File: config.mk
export PLATFORM = sky130hd
export DESIGN_NAME = axi4_stream_shift_arbiter
export DESIGN_NICKNAME = d
export VERILOG_FILES = /design/src/rtl/axi4_stream_shift_arbiter.sv
export SDC_FILE = /design/constraint.sdc
export NUM_CORES = 1
export LEC_CHECK = 0
export BUFFER_PORTS_ARGS = -buffer_cell sky130_fd_sc_hd__buf_2
export CAP_MARGIN = 40
export CORE_AREA = 2 2 96 98
export CTS_CLUSTER_SIZE = 28
export DETAILED_ROUTE_END_ITERATION = 6
export DIE_AREA = 0 0 98 100
export GPL_TIMING_DRIVEN = 0
export PLACE_DENSITY_LB_ADDON = 0.2
export SYNTH_ARGS = -nofsm -noshare
export SYNTH_HDL_FRONTEND = slang
export SYNTH_SLANG_ARGS = --single-unit
File: constraint.sdc
create_clock -name clk_i -period 2.1 [get_ports clk_i]
set_input_delay 0.105 -clock clk_i [delete_from_list [all_inputs] [get_ports clk_i]]
set_output_delay 0.105 -clock clk_i [all_outputs]
set_load 0.03 [all_outputs]
File: src/rtl/axi4_stream_shift_arbiter.sv
// ---------------------------------------------------------------------------
// axi4_stream_shift_arbiter
//
// Packet-granular round-robin arbiter that merges PORTS_AMOUNT AXI4-Stream
// sources into one stream feeding the byte-shift stage. When a port is
// granted, its static shift configuration is captured and presented on
// shift_o. That value stays constant for the whole packet, so the shifter
// can latch it on the first beat.
//
// Ports
//   clk_i          clock
//   rst_n_i        synchronous reset, active-low
//   shift_cfg_i    per-port byte shift, captured when the port is granted
//   pkt_i_*        source streams (one lane per port in each packed array)
//   pkt_o_*        merged stream to the byte shifter
//   shift_o        shift value for the current packet
//   grant_o        index of the currently granted port
//   busy_o         high while a packet is being passed
// ---------------------------------------------------------------------------
module axi4_stream_shift_arbiter #(
    parameter int TDATA_WIDTH     = 32,
    parameter int TID_WIDTH       = 1,
    parameter int TDEST_WIDTH     = 1,
    parameter int TUSER_WIDTH     = 1,
    parameter int PORTS_AMOUNT    = 4,
    parameter int TDATA_WIDTH_B   = TDATA_WIDTH / 8,
    parameter int TDATA_WIDTH_B_W = $clog2(TDATA_WIDTH_B),
    parameter int PORTS_W         = $clog2(PORTS_AMOUNT)
) (
    input  logic                                         clk_i,
    input  logic                                         rst_n_i,
    input  logic [PORTS_AMOUNT-1:0][TDATA_WIDTH_B_W-1:0] shift_cfg_i,
    input  logic [PORTS_AMOUNT-1:0]                      pkt_i_tvalid,
    output logic [PORTS_AMOUNT-1:0]                      pkt_i_tready,
    input  logic [PORTS_AMOUNT-1:0][TDATA_WIDTH-1:0]     pkt_i_tdata,
    input  logic [PORTS_AMOUNT-1:0][TDATA_WIDTH_B-1:0]   pkt_i_tkeep,
    input  logic [PORTS_AMOUNT-1:0][TDATA_WIDTH_B-1:0]   pkt_i_tstrb,
    input  logic [PORTS_AMOUNT-1:0]                      pkt_i_tlast,
    input  logic [PORTS_AMOUNT-1:0][TID_WIDTH-1:0]       pkt_i_tid,
    input  logic [PORTS_AMOUNT-1:0][TDEST_WIDTH-1:0]     pkt_i_tdest,
    input  logic [PORTS_AMOUNT-1:0][TUSER_WIDTH-1:0]     pkt_i_tuser,
    output logic                                         pkt_o_tvalid,
    input  logic                                         pkt_o_tready,
    output logic [TDATA_WIDTH-1:0]                       pkt_o_tdata,
    output logic [TDATA_WIDTH_B-1:0]                     pkt_o_tkeep,
    output logic [TDATA_WIDTH_B-1:0]                     pkt_o_tstrb,
    output logic                                         pkt_o_tlast,
    output logic [TID_WIDTH-1:0]                         pkt_o_tid,
    output logic [TDEST_WIDTH-1:0]                       pkt_o_tdest,
    output logic [TUSER_WIDTH-1:0]                       pkt_o_tuser,
    output logic [TDATA_WIDTH_B_W-1:0]                   shift_o,
    output logic [PORTS_W-1:0]                           grant_o,
    output logic                                         busy_o
);

    typedef enum logic [0:0] {
        ST_IDLE = 1'b0,
        ST_PASS = 1'b1
    } state_t;

    localparam logic [PORTS_W:0] PORTS_AMOUNT_EXT = (PORTS_W + 1)'(PORTS_AMOUNT);

    // Modular add on port indices. Both operands are below PORTS_AMOUNT, so
    // one conditional subtract wraps correctly for non-power-of-2 counts.
    function automatic logic [PORTS_W-1:0] port_add(input logic [PORTS_W-1:0] base,
                                                     input logic [PORTS_W-1:0] off);
        logic [PORTS_W:0] sum_v;
        sum_v = {1'b0, base} + {1'b0, off};
        if (sum_v >= PORTS_AMOUNT_EXT) begin
            sum_v = sum_v - PORTS_AMOUNT_EXT;
        end else begin
            sum_v = sum_v;
        end
        return sum_v[PORTS_W-1:0];
    endfunction

    state_t                     state_r;
    state_t                     state_nxt_s;
    logic [PORTS_W-1:0]         rr_ptr_r;
    logic [PORTS_W-1:0]         grant_r;
    logic [TDATA_WIDTH_B_W-1:0] shift_r;
    logic                       found_s;
    logic [PORTS_W-1:0]         found_idx_s;
    logic                       pass_s;
    logic                       last_hs_s;

    // While reset is asserted, the path is closed. This prevents a beat from
    // being handed over in the same cycle that the state is being discarded.
    assign pass_s    = (state_r == ST_PASS) && rst_n_i;
    assign last_hs_s = pass_s && pkt_i_tvalid[grant_r] && pkt_o_tready && pkt_i_tlast[grant_r];

    assign grant_o = grant_r;
    assign shift_o = shift_r;
    assign busy_o  = (state_r == ST_PASS);

    // Round-robin search: the first valid port at or after rr_ptr wins
    always_comb begin
        logic [PORTS_W-1:0] cand_v;
        found_s     = 1'b0;
        found_idx_s = {PORTS_W{1'b0}};
        cand_v      = {PORTS_W{1'b0}};
        for (int i = 0; i < PORTS_AMOUNT; i++) begin
            cand_v = port_add(rr_ptr_r, PORTS_W'(i));
            if (!found_s && pkt_i_tvalid[cand_v]) begin
                found_s     = 1'b1;
                found_idx_s = cand_v;
            end else begin
                found_s = found_s;
            end
        end
    end

    // State register plus the grant, shift and pointer captured at transitions
    always_ff @(posedge clk_i) begin
        if (!rst_n_i) begin
            state_r  <= ST_IDLE;
            rr_ptr_r <= {PORTS_W{1'b0}};
            grant_r  <= {PORTS_W{1'b0}};
            shift_r  <= {TDATA_WIDTH_B_W{1'b0}};
        end else begin
            state_r <= state_nxt_s;
            if ((state_r == ST_IDLE) && found_s) begin
                grant_r <= found_idx_s;
                shift_r <= shift_cfg_i[found_idx_s];
            end
            if (last_hs_s) begin
                rr_ptr_r <= port_add(grant_r, PORTS_W'(1));
            end
        end
    end

    // Next-state logic: a grant starts PASS; the last beat's handshake ends it
    always_comb begin
        state_nxt_s = state_r;
        case (state_r)
            ST_IDLE: begin
                if (found_s) begin
                    state_nxt_s = ST_PASS;
                end else begin
                    state_nxt_s = ST_IDLE;
                end
            end
            ST_PASS: begin
                if (last_hs_s) begin
                    state_nxt_s = ST_IDLE;
                end else begin
                    state_nxt_s = ST_PASS;
                end
            end
            default: state_nxt_s = ST_IDLE;
        endcase
    end

    // Output mux: the payload always follows the granted port; handshake
    // signals are gated so that nothing moves outside PASS
    always_comb begin
        pkt_o_tdata           = pkt_i_tdata[grant_r];
        pkt_o_tkeep           = pkt_i_tkeep[grant_r];
        pkt_o_tstrb           = pkt_i_tstrb[grant_r];
        pkt_o_tlast           = pkt_i_tlast[grant_r];
        pkt_o_tid             = pkt_i_tid[grant_r];
        pkt_o_tdest           = pkt_i_tdest[grant_r];
        pkt_o_tuser           = pkt_i_tuser[grant_r];
        pkt_o_tvalid          = pass_s && pkt_i_tvalid[grant_r];
        pkt_i_tready          = {PORTS_AMOUNT{1'b0}};
        pkt_i_tready[grant_r] = pass_s && pkt_o_tready;
    end

endmodule

==> metrics.cfg <==
[run_status]
outcome = complete, no violations

[clock_tree]
clkTransAtPathRegs_ns = 0.04
cts_resized = 4
cts_tree = done
holdBufCountCts = 0
cts_setup_buffers = 0
clk_path_buf_depth = 2
root_buffer = clkbuf_8
clock_latency_ns = 0.23
cts.sinks = 7
numCtsBuffers = 3
htreeDepth = 1

[grt]
grt_usage = 0.156
grt_max_degree = 11
grt_overflow = 0
grt_first_pass_wirelength_um = 12100
grt_pass1_vias = 2299
antenna_found_initial = 0

[layout]
fill_cells = 933
diodes = 0
drive_gt1_frac = 0.861
fin_nets = 555
fin_area_um2 = 3010
syn2layout_area_growth_pct = 89.0

[timing]
fin_crit_sh = 0.927
max_slew_margin = 0.742
finalHoldViolCount = 0
worst_pin_slew_ns = 0.386
rsz0062_at_grt = no
setup_violations = 0
tns_ns = 0
final.setup_skew_ns = 0.00509
holdWs_ns = 0.202
slew_viol_final = 0
min_period_ns = 1.95
fmax_mhz = 514

[floorplanning]
dieArea_um2 = 9800
core_area_um2 = 8890
initial_core_util = 0.179
io_pins = 245
die_h_um = 100
die_w_um = 98
core.rowCount = 35

[synth]
synth_edf_count = 0
synth-seq-cells = 7
avgSynthCellArea_um2 = 14.3
ys.flop_type = dfxtp_1
ys.warnings.count = 0
synth.most_common_cell = mux4_2
mappedNetlistArea_um2 = 1590
synth.distinct_cells = 28
synth_seq_area_share = 0.0880
synthesis.instances = 111
synth_common_cells = mux4_2 (45), dfxtp_1 (7), mux2i_1 (7), and2_1 (5)
synth_area_leaders = mux4_2 (64%), dfxtp_1 (8.8%), mux2i_1 (4.4%)
yosysTopAreaCell = mux4_2
yosysTopAreaCellShare = 0.636
syn_nets = 306
async_flop_share = 0

[placement]
gp_congestion = 0.857
io_buffers = 244
hpwl_um = 7410
place_area_um2 = 2950

[power_and_ir_drop]
p_leak_nw = 1.50
ir_drop_uv = 255
power_per_cell_area_nw_per_um2 = 373

[detailed_routing]
drtIter0Drc = 25
drc = 0
vias = 2165
drtPass1Iterations = 4
wirelength_um = 8360
wl_per_cell_um = 17.8
drtAntennaViolNets = 0
via_per_inst = 4.61

[critical_path]
crit_slowest_cell = mux4_2
cp_max_fo = 10
end_kind = primary output
cp.required_ns = 2.00
cp_top_family = buffers and inverters
cp.buffers_inverters = 3
worst_setup_path_start_kind = flip-flop
max_stage_delay_ns = 0.53
crit_chain = buf_6, buf_4, mux4_2, buf_2
worstPathArrival_ns = 1.84
critPathKind = reg -> out

[job]
cap_viol_max_count = 0

[min_path]
hold_path_class = in -> reg

[report_power, final]
group	internal [mW]	switching (mW)
registers	0.143	0.0114
clock network	0.129	0.0618
logic	0.364	0.415
[flip-flops by register name (all words and copies together), names as in the netlist]
signal    flops
busy_o        1
grant_o       2
rr_ptr_r      2
shift_o       2
[through the flow]
step | instances | power, mW | setup slack, ns | util
global route | 470 | 1.18 | 0.0320 | 0.339
global placement | 466 | 0.926 | 0.129 | 0.332
detailed placement | 466 | 0.936 | 0.136 | 0.332
finish | 470 | 1.12 | 0.153 | 0.339
floorplan | 111 | 0.622 | 0.272 | -
CTS | 470 | 1.14 | 0.0329 | 0.338
[worst min-delay path: stages]
cell	delay, ns
buf_2	0.07
mux2i_1	0.05
o221ai_1	0.15
[cell type report]
cell class | instances | area (µm²) | share of cell area
buffer | 11 | 83.8 | 0.0278
clock buffer | 3 | 41.3 | 0.0137
clock inverter | 1 | 5.00 | 0.00166
inverter | 5 | 18.8 | 0.00623
multi-input combinational | 88 | 1360 | 0.452
sequential | 7 | 141 | 0.0470
tap | 111 | 139 | 0.0461
timing repair buffer | 244 | 1220 | 0.406
[worst paths after layout]
path	startpoint	slack (ns)	to	cells past startpoint
worst min register to register	shift_o[0]$_SDFFE_PN0P_	0.55	shift_o[0]$_SDFFE_PN0P_	2
worst max register to register	grant_o[1]$_SDFFE_PN0P_	0.43	rr_ptr_r[1]$_SDFFE_PN0P_	6
worst min-delay path	shift_cfg_i[0]	0.20	shift_o[0]$_SDFFE_PN0P_	3
worst max-delay path	grant_o[0]$_SDFFE_PN0P_	0.15	pkt_o_tdata[25]	4
[cell usage in the layout (no fill, tap or decap), types with 2 or more instances in the layout]
cell type,synthesis,routed
o221ai_1,2,2
buf_6,3,4
and2_1,5,5
clkbuf_8,0,3
ha_1,4,4
o21ai_1,2,2
mux2i_1,7,7
nor2b_1,4,4
mux4_2,45,45
and3_1,2,2
dfxtp_1,7,6
nand2b_1,2,2
buf_2,2,248
inv_1,4,4
o211ai_1,2,2
a21oi_1,4,4
[kinds of logic after synthesis]
group,synth area share
mux,0.680
simple gates,0.0778
buf+inv,0.0581
compound gates,0.0644
flops,0.0880
fa+ha+maj,0.0314
[metal layers]
| layer | up-vias | track usage | routed length, µm |
|---|---|---|---|
| met5 | - | 0 | 0 |
| met4 | 0 | 0.0267 | 55 |
| met3 | 4 | 0.0223 | 610 |
| met2 | 114 | 0.311 | 4640 |
| met1 | 1060 | 0.178 | 3050 |
| li1 | 987 | - | - |
(Power assumes the default switching activity.)
